==> src/rtl/serial_uart_bridge.sv <==
// serial_uart_bridge: memory-mapped serial endpoint. Core writes are buffered
// in a TX FIFO and sent as 8N1 UART frames (LSB first). UART frames received
// on uart_rx_in are buffered in an RX FIFO for the core to read. The sticky
// overrun and frame-error flags are cleared by clr_status_in.

// Byte FIFO: synchronous, show-ahead, 2^AW entries, with an occupancy count.
module serial_uart_bridge_fifo #(
    parameter int AW = 4
) (
    input  logic       clock,
    input  logic       reset,
    input  logic       push_in,
    input  logic [7:0] data_in,
    input  logic       pop_in,
    output logic [7:0] head_out,
    output logic       full_out,
    output logic       empty_out
);
    localparam int DEPTH = 1 << AW;

    logic [7:0]    mem_q [DEPTH];
    logic [AW-1:0] wr_ptr_q, wr_ptr_d;
    logic [AW-1:0] rd_ptr_q, rd_ptr_d;
    logic [AW:0]   count_q, count_d;
    logic          do_push, do_pop;

    // The count only reaches 2^AW when full, so its top bit is the full flag.
    assign full_out  = count_q[AW];
    assign empty_out = (count_q == '0);
    assign head_out  = mem_q[rd_ptr_q];

    // Pointer and count update; a push into a full FIFO needs a same-cycle pop.
    always_comb begin
        // NOTE: every variable gets a default first, so no path can infer a latch.
        wr_ptr_d = wr_ptr_q;
        rd_ptr_d = rd_ptr_q;
        count_d  = count_q;
        do_pop   = pop_in && !empty_out;
        do_push  = push_in && (!full_out || do_pop);
        if (do_push) wr_ptr_d = wr_ptr_q + 1'b1;
        if (do_pop)  rd_ptr_d = rd_ptr_q + 1'b1;
        if (do_push && !do_pop)      count_d = count_q + 1'b1;
        else if (!do_push && do_pop) count_d = count_q - 1'b1;
    end

    // Pointer and count registers.
    always_ff @(posedge clock or negedge reset) begin
        // NOTE: sequential state uses non-blocking assignments so every flop
        // samples pre-edge values regardless of block ordering.
        if (!reset) begin
            wr_ptr_q <= '0;
            rd_ptr_q <= '0;
            count_q  <= '0;
        end else begin
            wr_ptr_q <= wr_ptr_d;
            rd_ptr_q <= rd_ptr_d;
            count_q  <= count_d;
        end
    end

    // Storage array.
    always_ff @(posedge clock) begin
        // NOTE: the array is not reset; the count marks every entry invalid, and
        // leaving it reset-free lets it map onto RAM.
        if (do_push) mem_q[wr_ptr_q] <= data_in;
    end
endmodule

module serial_uart_bridge #(
    parameter int CLKS_PER_BIT = 434,
    parameter int FIFO_AW      = 4
) (
    input  logic       clock,
    input  logic       reset,
    input  logic [7:0] wr_data_in,
    input  logic       wren_in,
    output logic       ready_out,
    output logic [7:0] rd_data_out,
    output logic       valid_out,
    input  logic       rden_in,
    input  logic       uart_rx_in,
    output logic       uart_tx_out,
    input  logic       clr_status_in,
    output logic       overrun_out,
    output logic       frame_err_out
);
    localparam int BAUD_W = $clog2(CLKS_PER_BIT);
    localparam logic [BAUD_W-1:0] BAUD_LAST = BAUD_W'(CLKS_PER_BIT - 1);
    localparam logic [BAUD_W-1:0] BAUD_HALF = BAUD_W'(CLKS_PER_BIT / 2 - 1);

    typedef enum logic [1:0] {
        ST_IDLE,
        ST_START,
        ST_DATA,
        ST_STOP
    } uart_state_e;

    // FIFO hookup
    logic       tx_full, tx_empty, tx_pop;
    logic [7:0] tx_head;
    logic       rx_full, rx_empty, rx_push;
    logic [7:0] rx_head;

    // TX state
    uart_state_e       tx_state_q, tx_state_d;
    logic [BAUD_W-1:0] tx_baud_q, tx_baud_d;
    logic [2:0]        tx_bit_q, tx_bit_d;
    logic [7:0]        tx_shift_q, tx_shift_d;
    logic              tx_out_q, tx_out_d;

    // RX state
    logic [1:0]        rx_sync_q, rx_sync_d;
    uart_state_e       rx_state_q, rx_state_d;
    logic [BAUD_W-1:0] rx_baud_q, rx_baud_d;
    logic [2:0]        rx_bit_q, rx_bit_d;
    logic [7:0]        rx_shift_q, rx_shift_d;
    logic              rx_ferr_set;
    logic              rx_bit_s;

    // Sticky flags
    logic overrun_q, overrun_d;
    logic frame_err_q, frame_err_d;

    serial_uart_bridge_fifo #(.AW(FIFO_AW)) u_tx_fifo (
        .clock     (clock),
        .reset     (reset),
        .push_in   (wren_in && ready_out),
        .data_in   (wr_data_in),
        .pop_in    (tx_pop),
        .head_out  (tx_head),
        .full_out  (tx_full),
        .empty_out (tx_empty)
    );

    serial_uart_bridge_fifo #(.AW(FIFO_AW)) u_rx_fifo (
        .clock     (clock),
        .reset     (reset),
        .push_in   (rx_push),
        .data_in   (rx_shift_q),
        .pop_in    (rden_in),
        .head_out  (rx_head),
        .full_out  (rx_full),
        .empty_out (rx_empty)
    );

    assign ready_out     = !tx_full;
    assign valid_out     = !rx_empty;
    assign rd_data_out   = valid_out ? rx_head : 8'h00;
    assign uart_tx_out   = tx_out_q;
    assign overrun_out   = overrun_q;
    assign frame_err_out = frame_err_q;
    assign rx_bit_s      = rx_sync_q[1];

    // TX next state: pop a byte, then start bit, 8 data bits, stop bit; the
    // next byte is popped at the end of STOP so frames can run back-to-back.
    always_comb begin
        tx_state_d = tx_state_q;
        tx_baud_d  = tx_baud_q;
        tx_bit_d   = tx_bit_q;
        tx_shift_d = tx_shift_q;
        tx_pop     = 1'b0;
        unique case (tx_state_q)
            ST_IDLE: begin
                if (!tx_empty) begin
                    tx_pop     = 1'b1;
                    tx_shift_d = tx_head;
                    tx_baud_d  = '0;
                    tx_state_d = ST_START;
                end
            end
            ST_START: begin
                if (tx_baud_q == BAUD_LAST) begin
                    tx_baud_d  = '0;
                    tx_bit_d   = '0;
                    tx_state_d = ST_DATA;
                end else begin
                    tx_baud_d = tx_baud_q + 1'b1;
                end
            end
            ST_DATA: begin
                if (tx_baud_q == BAUD_LAST) begin
                    tx_baud_d  = '0;
                    tx_shift_d = {1'b0, tx_shift_q[7:1]};
                    tx_bit_d   = tx_bit_q + 1'b1;
                    if (tx_bit_q == 3'd7) tx_state_d = ST_STOP;
                end else begin
                    tx_baud_d = tx_baud_q + 1'b1;
                end
            end
            ST_STOP: begin
                if (tx_baud_q == BAUD_LAST) begin
                    tx_baud_d = '0;
                    if (!tx_empty) begin
                        tx_pop     = 1'b1;
                        tx_shift_d = tx_head;
                        tx_state_d = ST_START;
                    end else begin
                        tx_state_d = ST_IDLE;
                    end
                end else begin
                    tx_baud_d = tx_baud_q + 1'b1;
                end
            end
            default: tx_state_d = ST_IDLE;
        endcase
    end

    // TX line level for the current state, registered so the pin is glitch-free.
    always_comb begin
        tx_out_d = 1'b1;
        unique case (tx_state_q)
            ST_START: tx_out_d = 1'b0;
            ST_DATA:  tx_out_d = tx_shift_q[0];
            default:  tx_out_d = 1'b1;
        endcase
    end

    // TX registers.
    always_ff @(posedge clock or negedge reset) begin
        if (!reset) begin
            tx_state_q <= ST_IDLE;
            tx_baud_q  <= '0;
            tx_bit_q   <= '0;
            tx_shift_q <= '0;
            tx_out_q   <= 1'b1;
        end else begin
            tx_state_q <= tx_state_d;
            tx_baud_q  <= tx_baud_d;
            tx_bit_q   <= tx_bit_d;
            tx_shift_q <= tx_shift_d;
            tx_out_q   <= tx_out_d;
        end
    end

    // RX next state: synchronise the line, confirm the start bit at half a bit,
    // then sample each data bit and the stop bit in the middle of the bit.
    always_comb begin
        rx_sync_d   = {rx_sync_q[0], uart_rx_in};
        rx_state_d  = rx_state_q;
        rx_baud_d   = rx_baud_q;
        rx_bit_d    = rx_bit_q;
        rx_shift_d  = rx_shift_q;
        rx_push     = 1'b0;
        rx_ferr_set = 1'b0;
        unique case (rx_state_q)
            ST_IDLE: begin
                if (!rx_bit_s) begin
                    rx_baud_d  = '0;
                    rx_state_d = ST_START;
                end
            end
            ST_START: begin
                if (rx_baud_q == BAUD_HALF) begin
                    rx_baud_d = '0;
                    rx_bit_d  = '0;
                    // A line already back high was noise, not a start bit.
                    rx_state_d = rx_bit_s ? ST_IDLE : ST_DATA;
                end else begin
                    rx_baud_d = rx_baud_q + 1'b1;
                end
            end
            ST_DATA: begin
                if (rx_baud_q == BAUD_LAST) begin
                    rx_baud_d  = '0;
                    rx_shift_d = {rx_bit_s, rx_shift_q[7:1]};
                    rx_bit_d   = rx_bit_q + 1'b1;
                    if (rx_bit_q == 3'd7) rx_state_d = ST_STOP;
                end else begin
                    rx_baud_d = rx_baud_q + 1'b1;
                end
            end
            ST_STOP: begin
                if (rx_baud_q == BAUD_LAST) begin
                    rx_baud_d   = '0;
                    rx_state_d  = ST_IDLE;
                    rx_push     = rx_bit_s;
                    rx_ferr_set = !rx_bit_s;
                end else begin
                    rx_baud_d = rx_baud_q + 1'b1;
                end
            end
            default: rx_state_d = ST_IDLE;
        endcase
    end

    // RX registers; the synchroniser idles high like the line.
    always_ff @(posedge clock or negedge reset) begin
        if (!reset) begin
            rx_sync_q  <= 2'b11;
            rx_state_q <= ST_IDLE;
            rx_baud_q  <= '0;
            rx_bit_q   <= '0;
            rx_shift_q <= '0;
        end else begin
            rx_sync_q  <= rx_sync_d;
            rx_state_q <= rx_state_d;
            rx_baud_q  <= rx_baud_d;
            rx_bit_q   <= rx_bit_d;
            rx_shift_q <= rx_shift_d;
        end
    end

    // Sticky flags: a set event outranks a clear in the same cycle.
    always_comb begin
        overrun_d   = (rx_push && rx_full && !rden_in) || (overrun_q && !clr_status_in);
        frame_err_d = rx_ferr_set || (frame_err_q && !clr_status_in);
    end

    // Flag registers.
    always_ff @(posedge clock or negedge reset) begin
        if (!reset) begin
            overrun_q   <= 1'b0;
            frame_err_q <= 1'b0;
        end else begin
            overrun_q   <= overrun_d;
            frame_err_q <= frame_err_d;
        end
    end
endmodule

==> config.mk <==
export PLATFORM = sky130hd
export DESIGN_NAME = serial_uart_bridge
export DESIGN_NICKNAME = d
export VERILOG_FILES = /design/src/rtl/serial_uart_bridge.sv
export SDC_FILE = /design/constraint.sdc
export NUM_CORES = 1
export LEC_CHECK = 0
export ABC_AREA = 1
export CAP_MARGIN = 0
export CORE_AREA = 5 5 158 176
export DETAILED_ROUTE_END_ITERATION = 16
export DIE_AREA = 0 0 163 181
export GPL_TIMING_DRIVEN = 0
export PLACE_DENSITY = 0.76
export SLEW_MARGIN = 25
export SYNTH_ARGS = -nofsm -noshare
export SYNTH_HDL_FRONTEND = slang
export SYNTH_HIERARCHICAL = 1
export SYNTH_SLANG_ARGS = --single-unit
==> constraint.sdc <==
create_clock -name clock -period 7.36 [get_ports clock]
set_input_delay 0.736 -clock clock [delete_from_list [all_inputs] [get_ports clock]]
set_output_delay 0.736 -clock clock [all_outputs]
set_load 0.01 [all_outputs]
Word-level counts from Yosys, hierarchy flattened. Memories as Yosys holds them, arrays and structs flattened. Index checks and enable logic that the tools add are counted. Widths: inputs -> output; s select.

Add/subtract/negate cells: 12. Equal/unequal tests: 21. Multiplexer cells: 48. Reductions and logical operators: 45.

Operator list (count): $mux 9 (5); $mux 8 (4); $pmux 9 s3 (1); $pmux 8 s3 (1); $mux 2 (11); $mux 5 (4); $ne 2x2->1 const B (10); $add 9x1->9 const B (2); $eq 9x9->1 const B (2); $pmux 9 s2 (1); $add 4x1->4 const B (4); $pmux 2 s4 (2); $logic_and 1x1->1 (13); $mux 3 (4); $pmux 3 s2 (2); $logic_not 1->1 (11); $mux 1 (11); $add 5x1->5 const B (2); $logic_not 5->1 (2); $reduce_and 5->1 (2); $sub 5x1->5 const B (2); $eq 9x8->1 const B (1); $reduce_and 3->1 (3); $eq 2x2->1 const B (4); other kinds (11) (22).

Bits in registers: 75. RAM bits: 256. Input port bits: 14. Output and inout bits: 13. Logic and storage cells: 146. Memories kept: 2.

Memories: u_rx_fifo.mem_q (words 16, bits a word 8, rd ports 1, clocked after memory_dff 0, write ports 1, RTL line 21) `logic [7:0] mem_q [DEPTH];`; u_tx_fifo.mem_q (words 16, bits a word 8, rd ports 1, clocked after memory_dff 0, write ports 1, RTL line 21).

Longest topological paths before layout. Gate-level depths: netlist of run 1.

Depth after elaboration: 11. Gate-level depth with buffers: 22. Depth with buffers taken out: 22.

Modules after synthesis. Netlist of run 1, hierarchy kept.

Modules (own cells, without submodules): serial_uart_bridge_fifo (u_rx_fifo) (instances 1, cells an instance 617, area an instance 6326.1 um2, sequential area each 4169.0 um2); serial_uart_bridge_fifo (u_tx_fifo) (instances 1, cells an instance 620, area an instance 6269.8 um2, sequential area each 4169.0 um2); serial_uart_bridge (instances 1, cells an instance 310, area an instance 2647.5 um2, sequential area each 1229.9 um2).

Least setup slack after synthesis of run 1. No wires, ideal clock.

Path type: reg2reg. From: reg tx_baud_q[1]. To: reg u_tx_fifo.count_q[4]. Setup time: 116 ps. Arrival time: 2834 ps. Required time: 7244 ps. Slack: 4409 ps. Stages on the path, launching flop included: 23. Path buffers: 0. Period minus slack after synthesis: 2951 ps. Cell sequence: dfrtp_1 -> inv_1 -> ha_1 -> nor3b_2 -> nand3_4 -> nand2_2 -> inv_1 -> nor4_1 -> inv_1 -> nand2_1 -> nand2_1 -> clkinv_1 -> ha_1 -> inv_1 -> ha_1 -> nand2_1 -> nand2_1 -> inv_1 -> nand2_1 -> nand2_1 -> nand2_1 -> nand2_1 -> nand2_1.

Longest elaborated chain between the ends: 9. Elaborated cells between the ends (all ways): 12. Classes of those cells: eq/ne (1); mux (3); reduce/logical (8).

RTL lines: from (decl) (RTL line 106) `logic [BAUD_W-1:0] tx_baud_q, tx_baud_d;`; from (signal assigned) (RTL line 228) `tx_baud_q <= tx_baud_d;`; $eq 9x9->1 * (RTL line 191) `if (tx_baud_q == BAUD_LAST) begin`; $mux 1 * (RTL line 191); $pmux 1 s2 * (RTL line 162) `unique case (tx_state_q)`; named net tx_pop (RTL line 99) `logic tx_full, tx_empty, tx_pop;`; $logic_and 1x1->1 * (RTL line 38) `do_pop = pop_in && !empty_out;`; $logic_or 1x1->1 * (RTL line 39) `do_push = push_in && (!full_out || do_pop);`; $logic_and 1x1->1 * (RTL line 39); named net u_tx_fifo.do_push (RTL line 25) `logic do_push, do_pop;`; $logic_not 1->1 (RTL line 43) `else if (!do_push && do_pop) count_d = count_q - 1'b1;`; $logic_and 1x1->1 (RTL line 43); $reduce_bool 2->1 (no line); to (signal assigned) (RTL line 57) `count_q <= count_d;`; to (decl) (RTL line 24) `logic [AW:0] count_q, count_d;`.

Mark *: on every way through the listed nets, which the timed path passes. The rest lies on a longest branch. A chain may end at the register's enable or synchronous reset.

Worst setup path in the final report of run 1. Ends and elaborated chain as after synthesis.

==> out/results.ini, run 1 <==
[outcome]
outcome = finished clean

[critical_path]
r2r_start = tx_baud_q[1]
start_kind = flip-flop
cpMaxStageDelayCell = nor4_1
critPathLaunch = tx_baud_q[1]
path_delay_family = simple AND/OR/NAND/NOR gates
max_stage_delay_ns = 0.53
cp.buffers_inverters = 5
crit_top_cell = nand2_1
critPathKind = flip-flop to flip-flop
cp_data_required_time_ns = 7.80
arrival_ns = 4.02
end_kind = flip-flop
crit_chain = inv_1 > ha_1 > nor3b_2 > nand3_4 > nand2_2 > inv_1 > nor4_1 > inv_1 > nand2_1 > nand2_1 > clkinv_1 > ha_1 > inv_1 > ha_1 > nand2_1 > nand2_1 > nor2_1 > nand2_1 > nand2_1 > nand2_1 > nand2_1
path_max_fanout = 9

[placement]
gp_congestion = 0.920
port_buffers = 26
dp_hpwl_mm = 21.2
place_inst = 1926

[logic_synthesis]
avgSynthCellArea_um2 = 9.85
postSynthRegisterBits = 331
yosysSeqAreaShare_pct = 62.8
synth_cells = 1547
syn_area_mm2 = 0.0152
synth_nets = 1598
async_flop_share_pct = 22.7
yosys_warnings = 6
yosysUniqueCellTypes = 40
yosys_most_used_dff = edfxtp_1
synth_edf_count = 256

[layout]
instances_no_fill = 1988
multiInputGateArea_mm2 = 0.00470
fin_nets = 1661
fin_util_pct = 66.0
areaGrowthSynthToFinish_pct = 11.5
n_antenna_cell = 0
ff_latch_area_mm2 = 0.00957
fillers = 1969
drive_gt1_share_pct = 8.37

[global_routing]
grt_pass1_wl_mm = 50.1
grt_antenna_before_repair = 0
grt_overflow = 0
grt_max_degree = 51
grt_pass1_vias = 10100
grt.total_usage_pct = 21.4

[floorplanning]
rows = 62
io_pins = 27
core_area_mm2 = 0.0258
fp.dieH_um = 181
start_util_pct = 59.2
die_area_mm2 = 0.0295
die_w_um = 163

[clock_network]
cts_resized = 0
hold_buffers = 0
clk_pin_slew_ns = 0.06
cts_post_setup_buffers_inserted = 0
cts-buffers-inserted = 34
cts_num_sinks = 331
cts_max_path_buffers = 3
cts_tree = yes
root_buffer = clkbuf_16
worstSkewPairLatency_ns = 0.52
htree_levels = 2

[pwr]
p_leak_nw = 7.44
peakVddDrop_mv = 0.220
power.density_mw_per_mm2 = 286
total_power_mw = 4.86

[sta]
fmax_ghz = 0.280
fin_crit_sh_pct = 48.6
finalClockSkew_ns = 0.0199
finalSetupTns_ns = 0
finalSetupViolCount = 0
finalMaxSlewViolations = 0
grt_setup_unrepaired = false
slew_headroom_pct = 47.5
tightestPinTransition_ns = 0.785
finalHoldViolCount = 0
period_needed_ns = 3.58
holdWs_ns = 0.145

[run]
drv_cap = 0

[detailed_routing]
first_iter_violations = 796
num_vias = 10200
drt_wl_total_mm = 31.1
dr.pass1.iters = 6
drc = 0
viasPerCell = 5.15
ant_nets = 0
wl_per_cell_um = 15.7

[worst_hold_path]
hold_path.class = input port to async pin

## registers in the layout (all words and copies together), names as in the netlist, 4 cells and up, named ones only
signal              flops
u_rx_fifo/mem_q       128
u_tx_fifo/mem_q       128
rx_baud_q               9
tx_baud_q               9
rx_shift_q              8
tx_shift_q              8
u_rx_fifo/count_q       5
u_tx_fifo/count_q       5
u_rx_fifo/rd_ptr_q      4
u_rx_fifo/wr_ptr_q      4
u_tx_fifo/rd_ptr_q      4
u_tx_fifo/wr_ptr_q      4
## final timing paths
path                       slack (ns)  cells after the start                    to
setup / recovery                 3.78                     21  u_tx_fifo/count_q[4]
hold / removal                   0.14                      1  u_rx_fifo/count_q[2]
setup reg to reg                 3.78                     21  u_tx_fifo/count_q[4]
hold reg to reg                  0.36                      0          rx_sync_q[1]
max in group asynchronous        6.61                      2           uart_tx_out
min in group clock               0.36                      0          rx_sync_q[1]
## cell usage after synthesis, drive strengths merged (2+ instances only)
cell	count	area (um2)
a21oi	5	25.0
buf	43	285
clkbuf	4	15.0
clkinv	3	11.3
dfrtp	72	1800
dfstp	3	78.8
edfxtp	256	7690
fa	2	40.0
ha	35	438
inv	177	664
mux2i	7	70.1
nand2	547	2080
nand3	121	653
nand3b	4	30.0
nand4	11	68.8
nor2	164	648
nor3	6	41.3
o21ai	46	268
o22ai	9	56.3
xnor2	8	70.1
xor2	17	149
## where the power goes
part	internal [mW]	switching (mW)
Sequential	2.10	0.0570
Combinational	0.410	0.711
Clock	0.905	0.681
## area by class of cell
cell class | count | share of cell area (%)
multi-input cells | 989 | 27.6
clock inverters | 18 | 0.787
flip-flops and latches | 331 | 56.3
plain buffers | 47 | 1.77
inverters | 180 | 3.97
repair buffers | 27 | 1.68
clock buffers | 44 | 5.28
well taps | 352 | 2.59
## layout by cell type, fill, tap and decap left out, types with 11 or more instances in the layout
master	instances
nand2_1	540
edfxtp_1	256
inv_1	168
nor2_1	162
nand3_1	113
dfrtp_1	72
ha_1	35
o21ai_0	34
clkbuf_16	34
buf_2	26
clkdlybuf4s50_1	25
xor2_1	17
clkbuf_1	13
buf_4	13
nand4_1	11
## stage by stage
| stage | cell area, um2 | worst slack (ns) |
|---|---|---|
| after floorplan | 15200 | 4.41 |
| after CTS | 17000 | 3.78 |
| after detailed placement | 16000 | 3.81 |
| after global routing | 17000 | 3.44 |
| final | 17000 | 3.78 |
| after global placement | 15900 | 2.89 |
## routing by layer
metal | part of all wire (%) | vias to the layer above | routed length (um) | GRT usage (%)
met5 | 0 | - | 0 | 0
met4 | 3.6 | 0 | 1110 | 8.02
met3 | 5.0 | 78 | 1570 | 2.73
met2 | 51 | 287 | 16000 | 38.0
met1 | 40 | 4764 | 12500 | 26.7
li1 | - | 5113 | - | -
## kinds of logic after synthesis
| kind of cell | after synthesis | share of synthesized area [%] |
|---|---|---|
| xor gates and xnor gates | 25 | 1.44 |
| adders and majority gates | 37 | 3.14 |
| AOI/OAI and AO/OA | 64 | 2.56 |
| and+or+nand+nor | 856 | 23.2 |
| muxes | 7 | 0.460 |
| buffers and inverters | 227 | 6.40 |
| DFF | 331 | 62.8 |
No activity file was read; power rests on OpenSTA's default activity.
==> run 2, diff against run 1 <==
--- a/config.mk
+++ b/config.mk
@@ -7,11 +7,11 @@
 export LEC_CHECK = 0
 export ABC_AREA = 1
 export CAP_MARGIN = 0
-export CORE_AREA = 5 5 158 176
+export CORE_AREA = 5 5 164 182
 export DETAILED_ROUTE_END_ITERATION = 16
-export DIE_AREA = 0 0 163 181
+export DIE_AREA = 0 0 169 187
 export GPL_TIMING_DRIVEN = 0
-export PLACE_DENSITY = 0.76
+export PLACE_DENSITY = 0.75
 export SLEW_MARGIN = 25
 export SYNTH_ARGS = -nofsm -noshare
 export SYNTH_HDL_FRONTEND = slang
==> constraint.sdc (replaced) <==
create_clock -name clock -period 2.95 [get_ports clock]
set_input_delay 0.295 -clock clock [delete_from_list [all_inputs] [get_ports clock]]
set_output_delay 0.295 -clock clock [all_outputs]
set_load 0.01 [all_outputs]
==> out/results.ini, run 2 (synthesis gave the netlist of run 1 again) <==
[sta]
finalMaxSlewViolations = 0
tightestPinTransition_ns = 0.818
holdWs_ns = 0.195
period_needed_ns = 2.83
fin_crit_sh_pct = 95.9
grt_setup_unrepaired = true
finalClockSkew_ns = 0.0288
finalHoldViolCount = 0
setup_ws_ns = 0.120
slew_headroom_pct = 45.3
finalSetupViolCount = 0
fmax_ghz = 0.353
finalSetupTns_ns = 0

[pwr]
peakVddDrop_mv = 0.582
share_comb_of_total_power_pct = 23.3
swShare_pct = 29.5
p_leak_nw = 7.63
power.density_mw_per_mm2 = 738
internal-power_mw = 9.07
p_seq_share_pct = 41.9
p_sw_mw = 3.80
p_clk_share_pct = 34.9

[clock_network]
cts_tree = yes
cts-buffers-inserted = 34
htree_levels = 2
clk_pin_slew_ns = 0.06
worstSkewPairLatency_ns = 0.52
root_buffer = clkbuf_16
cts_max_path_buffers = 3
cts_num_sinks = 331

[floorplanning]
start_util_pct = 55.2
io_pins = 27
fp.dieH_um = 187
die_area_mm2 = 0.0316
die_w_um = 169
core_area_mm2 = 0.0276
rows = 64

[layout]
mostFrequentLayoutCells = nand2_1, edfxtp_1, inv_1
multiInputGateArea_mm2 = 0.00484
ff_latch_area_mm2 = 0.00957
fillers = 2107
final_area_mm2 = 0.0174
instances_no_fill = 2011
largestRegisters = u_rx_fifo/mem_q: 128 flops, u_tx_fifo/mem_q: 128 flops
n_antenna_cell = 0
areaGrowthSynthToFinish_pct = 14.4
layout_commonest_cell = nand2_1
drive_gt1_share_pct = 10.9
fin_nets = 1674

[critical_path]
end_kind = output port
arrival_ns = 2.54
crit_chain = buf_4 > inv_2 > buf_6 > nand3_1 > nand3_1 > nand2_1 > nand2_1 > inv_1 > nor2_1 > clkdlybuf4s50_1
cp.buffers_inverters = 5
start_kind = flip-flop
cp_data_required_time_ns = 2.65
path_delay_family = buffers and inverters
cpMaxStageDelayCell = clkdlybuf4s50_1
max_stage_delay_ns = 0.54
path_max_fanout = 10
critPathKind = flip-flop to output port

[worst_hold_path]
hold_path.class = input port to flip-flop

[detailed_routing]
drc = 0
wl_per_cell_um = 16.7
viasPerCell = 5.24
num_vias = 10500
dr.pass1.iters = 6
drt_wl_total_mm = 33.5
first_iter_violations = 915
ant_nets = 0

[placement]
place_inst = 1937
gp_congestion = 0.883
port_buffers = 26
dp_hpwl_mm = 21.9
post_dp_cell_area_mm2 = 0.0160
pre_cts_ws_ns = -0.362

[run]
drv_cap = 0

[outcome]
outcome = finished clean

[global_routing]
grt_pass1_wl_mm = 53.4
grt.total_usage_pct = 21.2
grt_max_degree = 40
grt_pass1_vias = 10500
grt_antenna_before_repair = 0
grt_overflow = 0

==> run 2: changes by cell type in the layout (fill, tap and decap cells not counted), sizes merged <==
cell,delta
clkdlybuf4s50,-4
bufinv,+5
inv,-2
clkinvlp,+1
clkinv,-3
dlygate4sd3,+1
dlymetal6s2s,+4
buf,+10
==> run 2: through the flow <==
stage                     power [mW]  util, %
after floorplan                 7.33        -
after global placement          8.18     57.8
after detailed placement        8.27     57.8
after CTS                       12.9     62.7
after global routing            13.5     63.1
final                           12.9     63.1
==> run 2: worst register-to-register path, cell delays in order (launching register included) <==
cell and delay, ns:
dfrtp_1 0.43, ha_1 0.17, nor3b_4 0.22, nand3_4 0.11
nand2_4 0.10, inv_2 0.06, nor4_4 0.17, buf_4 0.17
nand2_2 0.12, ha_4 0.22, buf_4 0.13, fa_1 0.40
nand3b_1 0.17, nand2_1 0.07, nand2_1 0.04, nand2_1 0.05
nand2_1 0.04, nand2_1 0.05
==> run 2: power by group through the flow <==
| stage | combinational (mW) | clock, mW | sequential [mW] |
|---|---|---|---|
| floorplan | 1.90 | 0 | 5.43 |
| global route | 3.33 | 4.77 | 5.40 |
| CTS | 2.91 | 4.57 | 5.38 |
| finish | 2.99 | 4.49 | 5.39 |
| global placement | 2.72 | 0 | 5.46 |
| detailed placement | 2.80 | 0 | 5.47 |
==> run 2: what timing repair did <==
| action | 4_1_cts | 5_1_grt |
|---|---|---|
| endpoints found under the hold margin | 36 | 0 |
| gates resized for setup | 24 | 23 |
| cloned | 0 | 0 |
| pin swaps | 2 | 5 |
| hold buffers | 1 | 0 |
| setup endpoints to repair | 141 | 252 |
| setup buffers | 5 | 7 |
==> run 2: path summary, 6_finish.rpt <==
path / slack [ns] / to / depth (start not counted) / start
min reg2reg: 0.36 / rx_sync_q[1] / 0 / rx_sync_q[0]
min in group asynchronous: 0.33 / u_rx_fifo/rd_ptr_q[1] / 2 / reset
min: 0.19 / rx_sync_q[0] / 1 / uart_rx_in
max: 0.12 / rd_data_out[6] / 10 / u_rx_fifo/rd_ptr_q[1]
max in group asynchronous: 1.96 / uart_tx_out / 3 / reset
max reg2reg: 0.17 / u_tx_fifo/count_q[4] / 17 / tx_baud_q[0]
==> run 2: area by class of cell <==
| type | instances | area share (%) |
|---|---|---|
| Buffer | 47 | 1.84 |
| Sequential cell | 331 | 54.9 |
| Inverter | 180 | 3.91 |
| Multi-Input combinational cell | 989 | 27.7 |
| Tap cell | 363 | 2.60 |
| Timing Repair Buffer | 40 | 2.30 |
| Clock inverter | 19 | 1.51 |
| Clock buffer | 42 | 5.23 |
==> run 2: metal layers <==
layer | GRT usage, % | up-vias | part of all wire (%)
li1 | - | 5144 | -
met2 | 39.5 | 321 | 54
met5 | 0 | - | 0
met3 | 2.79 | 77 | 4.8
met4 | 7.62 | 0 | 3.4
met1 | 24.8 | 4989 | 38
